**src/rtl/rsa_pkg.sv**
```systemverilog
// Shared types and defaults for the RSA message sequencer and its FIFO.
package rsa_pkg;

  localparam int DEF_GAP       = 2;
  localparam int DEF_TIMEOUT   = 1023;
  localparam int DEF_WIDTH_MSG = 8;

  typedef enum logic [1:0] {
    ST_IDLE,
    ST_START,
    ST_WAIT,
    ST_GAP
  } state_t;

  typedef struct packed {
    logic                     mode;
    logic [DEF_WIDTH_MSG-1:0] data;
  } fifo_entry_t;

endpackage

```
**src/rtl/rsa_sync_fifo.sv**
```systemverilog
// Synchronous FIFO with wrap-bit pointers and show-ahead read data.
module rsa_sync_fifo #(
  parameter int DEPTH = 4,
  parameter int WIDTH = 9
) (
  input  logic             clk,
  input  logic             reset,
  input  logic             push,
  input  logic [WIDTH-1:0] push_data,
  input  logic             pop,
  output logic [WIDTH-1:0] pop_data,
  output logic             full,
  output logic             empty
);

  localparam int AW = $clog2(DEPTH);
  localparam logic [AW:0] PTR_ONE = 1;

  logic [WIDTH-1:0] mem [DEPTH];
  logic [AW:0]      wr_ptr;
  logic [AW:0]      rd_ptr;
  logic             do_push;
  logic             do_pop;

  assign do_push = push && !full;
  assign do_pop  = pop && !empty;

  // NOTE: sequential state uses non-blocking assignments so every register samples pre-edge values.
  always_ff @(posedge clk) begin
    if (!reset) begin
      wr_ptr <= '0;
      rd_ptr <= '0;
    end else begin
      if (do_push) wr_ptr <= wr_ptr + PTR_ONE;
      if (do_pop)  rd_ptr <= rd_ptr + PTR_ONE;
    end
  end

  // NOTE: storage is deliberately not reset; the pointers alone define which entries are live.
  always_ff @(posedge clk) begin
    if (do_push) mem[wr_ptr[AW-1:0]] <= push_data;
  end

  assign pop_data = mem[rd_ptr[AW-1:0]];
  assign empty    = (wr_ptr == rd_ptr);
  assign full     = (wr_ptr[AW] != rd_ptr[AW]) && (wr_ptr[AW-1:0] == rd_ptr[AW-1:0]);

endmodule

```
**src/rtl/rsa_msg_sequencer.sv**
```systemverilog
// Feeds buffered message bytes to the RSA core one at a time and returns tagged results.
module rsa_msg_sequencer
  import rsa_pkg::*;
#(
  parameter int WIDTH_N     = 8,
  parameter int WIDTH_MSG_I = DEF_WIDTH_MSG,
  parameter int FIFO_DEPTH  = 4,
  parameter int TIMEOUT     = DEF_TIMEOUT,
  parameter int GAP         = DEF_GAP
) (
  input  logic                   clk,
  input  logic                   reset,
  input  logic [WIDTH_N-1:0]     n_i,
  input  logic [WIDTH_MSG_I-1:0] s_data,
  input  logic                   s_mode,
  input  logic                   s_valid,
  output logic                   s_ready,
  output logic [WIDTH_MSG_I-1:0] core_msg,
  output logic                   core_eORd,
  output logic                   core_start,
  input  logic [WIDTH_N-1:0]     core_result,
  input  logic                   core_finish,
  output logic [WIDTH_N-1:0]     m_data,
  output logic                   m_err,
  output logic                   m_valid,
  input  logic                   m_ready
);

  localparam int TO_W  = $clog2(TIMEOUT + 1);
  localparam int GAP_W = (GAP > 1) ? $clog2(GAP) : 1;
  localparam int CMP_W = (WIDTH_N > WIDTH_MSG_I) ? WIDTH_N : WIDTH_MSG_I;

  typedef struct packed {
    logic                   mode;
    logic [WIDTH_MSG_I-1:0] data;
  } entry_t;

  state_t            state;
  entry_t            wr_entry;
  entry_t            head;
  logic              fifo_full;
  logic              fifo_empty;
  logic              pop;
  logic              out_of_range;
  logic              running;
  logic [TO_W-1:0]   to_cnt;
  logic [GAP_W-1:0]  gap_cnt;

  // running keeps s_ready low until the first edge after reset is released.
  assign s_ready      = running && !fifo_full;
  assign wr_entry     = '{mode: s_mode, data: s_data};
  assign pop          = (state == ST_IDLE) && !fifo_empty && !m_valid;
  assign out_of_range = CMP_W'(head.data) >= CMP_W'(n_i);

  rsa_sync_fifo #(
    .DEPTH (FIFO_DEPTH),
    .WIDTH ($bits(entry_t))
  ) u_fifo (
    .clk       (clk),
    .reset     (reset),
    .push      (s_valid && s_ready),
    .push_data (wr_entry),
    .pop       (pop),
    .pop_data  (head),
    .full      (fifo_full),
    .empty     (fifo_empty)
  );

  always_ff @(posedge clk) begin
    if (!reset) begin
      state      <= ST_IDLE;
      running    <= 1'b0;
      to_cnt     <= '0;
      gap_cnt    <= '0;
      core_start <= 1'b0;
      core_msg   <= '0;
      core_eORd  <= 1'b0;
      m_data     <= '0;
      m_err      <= 1'b0;
      m_valid    <= 1'b0;
    end else begin
      running    <= 1'b1;
      core_start <= 1'b0;
      if (m_valid && m_ready) m_valid <= 1'b0;

      case (state)
        ST_IDLE: begin
          if (pop) begin
            core_msg  <= head.data;
            core_eORd <= head.mode;
            if (out_of_range) begin
              m_data  <= '0;
              m_err   <= 1'b1;
              m_valid <= 1'b1;
            end else begin
              state <= ST_START;
            end
          end
        end

        ST_START: begin
          core_start <= 1'b1;
          to_cnt     <= '0;
          state      <= ST_WAIT;
        end

        ST_WAIT: begin
          if (core_finish || to_cnt == TO_W'(TIMEOUT)) begin
            m_data  <= core_finish ? core_result : '0;
            m_err   <= !core_finish;
            m_valid <= 1'b1;
            gap_cnt <= '0;
            state   <= (GAP == 0) ? ST_IDLE : ST_GAP;
          end else begin
            to_cnt <= to_cnt + TO_W'(1);
          end
        end

        ST_GAP: begin
          if (gap_cnt == GAP_W'(GAP - 1)) state <= ST_IDLE;
          else                            gap_cnt <= gap_cnt + GAP_W'(1);
        end

        default: state <= ST_IDLE;
      endcase
    end
  end

endmodule
```
**config.mk**
```make
export PLATFORM = sky130hd
export DESIGN_NAME = rsa_msg_sequencer
export DESIGN_NICKNAME = d
export VERILOG_FILES = /design/src/rtl/rsa_pkg.sv /design/src/rtl/rsa_sync_fifo.sv /design/src/rtl/rsa_msg_sequencer.sv
export SDC_FILE = /design/constraint.sdc
export NUM_CORES = 1
export LEC_CHECK = 0
export BUFFER_PORTS_ARGS = -buffer_cell sky130_fd_sc_hd__buf_2
export CAP_MARGIN = 20
export CORE_MARGIN = 5
export CORE_UTILIZATION = 30
export CTS_CLUSTER_SIZE = 16
export DETAILED_ROUTE_END_ITERATION = 7
export GPL_ROUTABILITY_DRIVEN = 0
export PLACE_DENSITY = 0.44
export RECOVER_POWER = 100
export SLEW_MARGIN = 20
export SYNTH_ARGS = -nofsm -noshare
export SYNTH_HDL_FRONTEND = slang
export SYNTH_SLANG_ARGS = --single-unit
export TNS_END_PERCENT = 20
```
**constraint.sdc**
```tcl
create_clock -name clk -period 6.3 [get_ports clk]
set_input_delay 0.63 -clock clk [delete_from_list [all_inputs] [get_ports clk]]
set_output_delay 0.63 -clock clk [all_outputs]
set_load 0.1 [all_outputs]
```
Word level (Yosys, flattened, before mapping) --
Memory sizes are Yosys's and may differ from the RTL's. A register that Yosys moved wholly into a read port is not among the register bits. Cells that the tools add are included.
Storage, ports and cells: output and inout port bits 21, memories kept 1, bits of input ports 30, flip-flop bits (word level) 40, memory bits (read-only) 0, logic and storage cells 83, memory bits (writable) 36, latch bits 0
Memory list:
- u_fifo.mem | words 4, width 9, read ports 1, clocked after Yosys merged registers in 1, write ports 1, RTL line rsa_sync_fifo.sv:19 | logic [WIDTH-1:0] mem [DEPTH];
Operators by class: equal/unequal tests 13, $add $sub $neg 4, div/mod/pow operators 0, multipliers 0, order comparisons 1, shift-type cells 0, multiplexer cells 30, reduce and logical (&&, ||, !) cells 22, bitwise gates (word level) 0
Operators with widths (count):
- 2-to-1 mux 8 bit | 4
- one-hot mux 10 bit (2 select lines) | 1
- one-hot mux 8 bit (2 select lines) | 1
- 2-to-1 mux 1 bit | 13
- 2-to-1 mux 2 bit | 6
- adder 10 x 1 -> 10 bit, second input constant | 1
- == test 10 bit, second input constant | 1
- 2-to-1 mux 10 bit | 1
- inequality test 2 bit, second input constant | 5
- >= comparator 8 bit | 1
- logical AND 1 bit | 8
- one-hot mux 2 bit (4 select lines) | 1
- AND reduction 4 bit | 2
- adder 3 x 1 -> 3 bit, second input constant | 2
- one-hot mux 1 bit (2 select lines) | 3
- AND reduction 2 bit | 3
- nonzero test 2 bit | 3
- == test 2 bit, second input constant | 2
- zero test 1 bit | 4
- == test 3 bit | 1
- == test 2 x 1 -> 1 bit, second input constant | 1
- == test 2 bit | 1
- zero test 2 bit | 1
- inequality test 2 x 1 -> 1 bit, second input constant | 1
- other kinds (3) | 3

Depth between registers and ports, before layout --
depth after elaboration 8, depth in mapped cells 11, depth with buffers taken out 9

Cells and area by module --
From an unflattened synthesis, not the netlist that was laid out.
Second synthesis, totals: cells, all modules 316, area total of the unflattened synthesis 3611.0 µm²
Modules (own cells, without submodules):
- rsa_sync_fifo | cells each 115, instances 1, area each 1866.8 µm²
- rsa_msg_sequencer | cells each 201, instances 1, area each 1744.2 µm²

Worst setup path before layout --
OpenSTA, ideal clock, no wires.
kind flip-flop to flip-flop, start point register (tool-made name), end point register m_data[0], stages on the path, launching flop included 10, path buffers 1, slack 3.731 ns, period minus slack after synthesis 2.569 ns, arrival 2.433 ns, cell sequence dfxtp_1 -> buf_2 -> mux4_2 -> ha_1 -> and3_1 -> o21ai_0 -> a31o_2 -> a21boi_2 -> o211ai_1 -> o22ai_1
RTL lines:
- end signal: assignment | RTL line rsa_msg_sequencer.sv:109 | m_data <= core_finish ? core_result : '0;
- end: declaration | RTL line rsa_msg_sequencer.sv:23 | output logic [WIDTH_N-1:0] m_data,

Final worst setup path --
start point register state[0], end point register m_data[0]
Between the ends: word-level cells in the longest chain between the ends 5
Ends and longest elaborated chain:
- start: declaration | RTL line rsa_msg_sequencer.sv:38 | state_t state;
- start signal: assignment | RTL line rsa_msg_sequencer.sv:113 | state <= (GAP == 0) ? ST_IDLE : ST_GAP;
- zero test 2 bit | RTL line rsa_msg_sequencer.sv:52, rsa_msg_sequencer.sv:86
- logical AND 1 bit (2 in series) | RTL line rsa_msg_sequencer.sv:52 | assign pop = (state == ST_IDLE) && !fifo_empty && !m_valid;
- inequality test 2 x 1 -> 1 bit (no line)
- AND reduction 4 bit (no line)
Several ways; a longest one is shown, not always the timed one. A chain may end at the register's enable or synchronous reset.

==> metrics.md <==
| Metric | Value |
|---|---|
| Mapped Cells | `between 200 and 300` |
| Clk Latency, worst-skew pair | `0.33 ns` |
| GRT Resource Usage Total | `0.106` |
| CTS buffer count | `9` |
| Unrepaired setup endpoints after global routing | `false` |
| Layout cells sized above 1 | `0.139` |
| Hold Crit Depth | `2` |
| Gates resized, CTS repair | `0` |
| Drt first pass iters | `4` |
| Levels on crit path | `7` |
| Largest net degree at the start of global routing | `39` |
| WP data arrival | `4.18 ns` |
| Mux cell area share after synthesis | `0.0987` |
| Max Cap Viol | `2` |
| Final worst clock skew | `0.0119 ns` |
| Clock Sinks | `78` |
| Largest family of logic cells by synthesized area | `simple AND/OR/NAND/NOR gates` |
| Worst-path clk slew | `0.06 ns` |
| Setup Fix Bufs, Post-CTS | `0` |
| Synth warnings | `0` |
| Post-synthesis sequential area ratio | `0.570` |
| Count leader, synth | `dfxtp_1` |
| CP max-delay cell | `a211oi_1` |
| Clock Path Buffers | `2` |
| Worst path bufs/invs | `2` |
| Post-synthesis xor/xnor area fraction | `0.0364` |
| Core Footprint | `0.0109 sq mm` |
| Synth Area in Simple Gates | `0.104` |
| Synth-to-Final Area Change | `19.0%` |
| CTS root buf | `clkbuf_16` |
| Count of cell types in the netlist | `36` |
| Ys flop type | `dfxtp_1` |
| Global route overflow | `0` |
| Vias in the first global route | `2,141` |
| Chip Height | `around 120 um` |
| Final worst path period share | `0.626` |
| Cell mode on critical path | `inv_1` |
| Worst Path Max Fanout | `14` |
| Avg Cell Area, Syn | `~12 sq um` |
| Max-slew headroom | `-0.739` |
| Top cells by count, synth | `dfxtp_1 (42), edfxtp_1 (36), inv_1 (27)` |
| Adder-cell share of the synthesized area | `0.0668` |
| Final Hold Fails | `0` |
| Port bufs | `50` |
| Violated checks | `capacitance limit, slew limit` |
| Final instance area | `0.00401 sq mm` |
| Fin Setup TNS | `0 ns` |
| CP Launch Type | `flop` |
| CTS tree | `yes` |
| Post-DP HPWL | `4.94 mm` |
| CP max stage delay | `1.96 ns` |
| Post-DP Area | `0.00376 sq mm` |
| Average routed wire per standard cell | `14.4 um` |
| Minimum clock period | `3.94 ns` |
| DRT Wirelength | `6.79 mm` |
| Worst endpoint required time | `6.54 ns` |
| Die W | `roughly 120 um` |
| Final slew viol count | `between 50 and 60` |
| DRT iter0 DRCs | `130` |
| Vias per cell | `4.49` |
| Hold Buf Count CTS | `0` |
| Outcome | `finished, violations left` |
| Antenna violations before repair | `0` |
| Max Fclk | `254 MHz` |
| Number of diodes | `0` |
| Compound-Gate Fraction of Synth Area | `0.0839` |
| Setup CP Type | `reg -> reg` |
| Vias | `between 2,000 and 2,500` |
| Mapped cell area | `0.00337 sq mm` |
| Post-synth EDFFs | `36` |
| DRC viols | `0` |
| Power density over the cells | `441 mW/mm^2` |
| Flop and latch count out of synthesis | `78` |
| Syn_nets | `321` |
| Antenna Nets Post-Route | `0` |
| Kind of cell adding the most delay to the critical path | `compound AO/OA/AOI/OAI gates` |
| CTS H-tree depth | `3` |
| Post-synth ARST share | `0` |
| Total die area | `0.0135 sq mm` |
| Synth top area share | `0.321` |
| Crit path cell chain | `inv_1 -> ha_1 -> inv_1 -> a211oi_1 -> a21boi_0 -> o211ai_1 -> o22ai_1` |
| Lkg Pwr | `around 1.5 nW` |
| Peak supply drop | `around 0.18 mV` |
| I/O pin total | `51` |
| NumNets Final | `374` |
| First-pass GRT wire length | `10.9 mm` |
| Worst-margin pin slew | `2.59 ns` |
| R2r worst-path depth | `7` |
| Rows | `38` |
| Hold/Removal Path Class | `reg -> reg` |
| Synth top area cells | `edfxtp_1 (32%), dfxtp_1 (25%), ha_1 (6.7%)` |
| Starting Density | `0.308` |
| Final setup viols | `0` |
| CP Capture Type | `flop` |
| Yosys top cell by area | `edfxtp_1` |
==> layout make-up <==
class / instances / area [sq um]
multi-input cells: 160 / 1290
fillers: 1100 / 6920
flip-flops and latches: 78 / 1920
well taps: 140 / 175
inverters: 27 / 101
clock buffers: 9 / 225
repair buffers: 50 / 211
clock inverters: 7 / 88.8
==> logic make-up (layout without fill, tap and decap cells) <==
family | count (synthesis) | in the layout
flops | 78 | 78
simple gates | 70 | 70
compound gates | 36 | 36
buf+inv | 35 | 93
mux | 22 | 22
fa+ha+maj | 18 | 18
xor+xnor | 14 | 14
==> registers in the layout (all words and copies together) (netlist names), named ones only <==
| name | cells |
|---|---|
| gap_cnt | 1 |
| running | 1 |
| u_fifo.rd_ptr | 3 |
| m_err | 1 |
| state | 2 |
| u_fifo.wr_ptr | 3 |
| core_msg | 8 |
| to_cnt | 10 |
| m_data | 8 |
| m_valid | 1 |
| core_start | 1 |
| u_fifo.mem | 36 |
| core_eORd | 1 |
==> path summary, 6_finish.rpt <==
check / from / endpoint / slack [ns]
min reg2reg: m_data[6]$_SDFFE_PN0P_ / m_data[6]$_SDFFE_PN0P_ / 0.46
max: state[0]$_SDFFE_PN0P_ / m_data[0]$_SDFFE_PN0P_ / 2.36
max reg2reg: state[0]$_SDFFE_PN0P_ / m_data[0]$_SDFFE_PN0P_ / 2.36
min: m_data[6]$_SDFFE_PN0P_ / m_data[6]$_SDFFE_PN0P_ / 0.46
==> tightest hold or removal path: stages, from the launching register on <==
cell and delay (ns):
dfxtp_1 0.31, nand2_1 0.05, o22ai_1 0.05
==> layout by cell type, fill, tap and decap left out, drive strengths merged <==
| master | count |
|---|---|
| dfxtp | 42 |
| clkbuf | 40 |
| edfxtp | 36 |
| inv | 31 |
| nand2 | 21 |
| buf | 19 |
| ha | 18 |
| mux2i | 13 |
| nor2 | 12 |
| nor2b | 12 |
| xor2 | 10 |
| mux4 | 9 |
| o22ai | 8 |
| nand3 | 7 |
| o21ai | 7 |
| and2 | 7 |
| and3 | 6 |
| xnor2 | 4 |
| nand4 | 4 |
| a21oi | 4 |
| o211ai | 3 |
| a21boi | 2 |
| o21a | 2 |
| o31a | 1 |
| o31ai | 1 |
| o311ai | 1 |
| o21bai | 1 |
| a211oi | 1 |
| a21o | 1 |
| a41o | 1 |
| a31o | 1 |
| o211a | 1 |
| a221oi | 1 |
| and4 | 1 |
| clkinvlp | 1 |
| bufinv | 1 |
| clkinv | 1 |
==> routing by layer <==
layer	GRT usage	part of all wire	vias to the layer above
met5	0	0	-
met4	0.0348	0.0094	0
met3	0.0282	0.054	4
met2	0.164	0.45	47
met1	0.144	0.49	991
li1	-	-	1072
==> where the power goes <==
part | switching, mW | leakage (nW) | total (mW) | internal (mW)
Sequential | 0.0536 | 0.668 | 0.637 | 0.583
Combinational | 0.410 | 0.711 | 0.591 | 0.181
Clock | 0.223 | 0.152 | 0.541 | 0.317
Total | 0.687 | 1.53 | 1.77 | 1.08
==> per-stage QoR <==
stage,power [mW],std cells,utilization,setup WS (ns),hold slack [ns]
floorplan,1.16,273,-,3.73,0.452
global placement,1.27,455,0.344,3.25,0.441
detailed placement,1.27,455,0.344,3.23,0.449
CTS,1.81,471,0.373,3.23,0.457
global route,1.86,471,0.367,1.96,0.491
finish,1.77,471,0.367,2.36,0.459
Note: power is estimated with default switching activity, not from simulation.
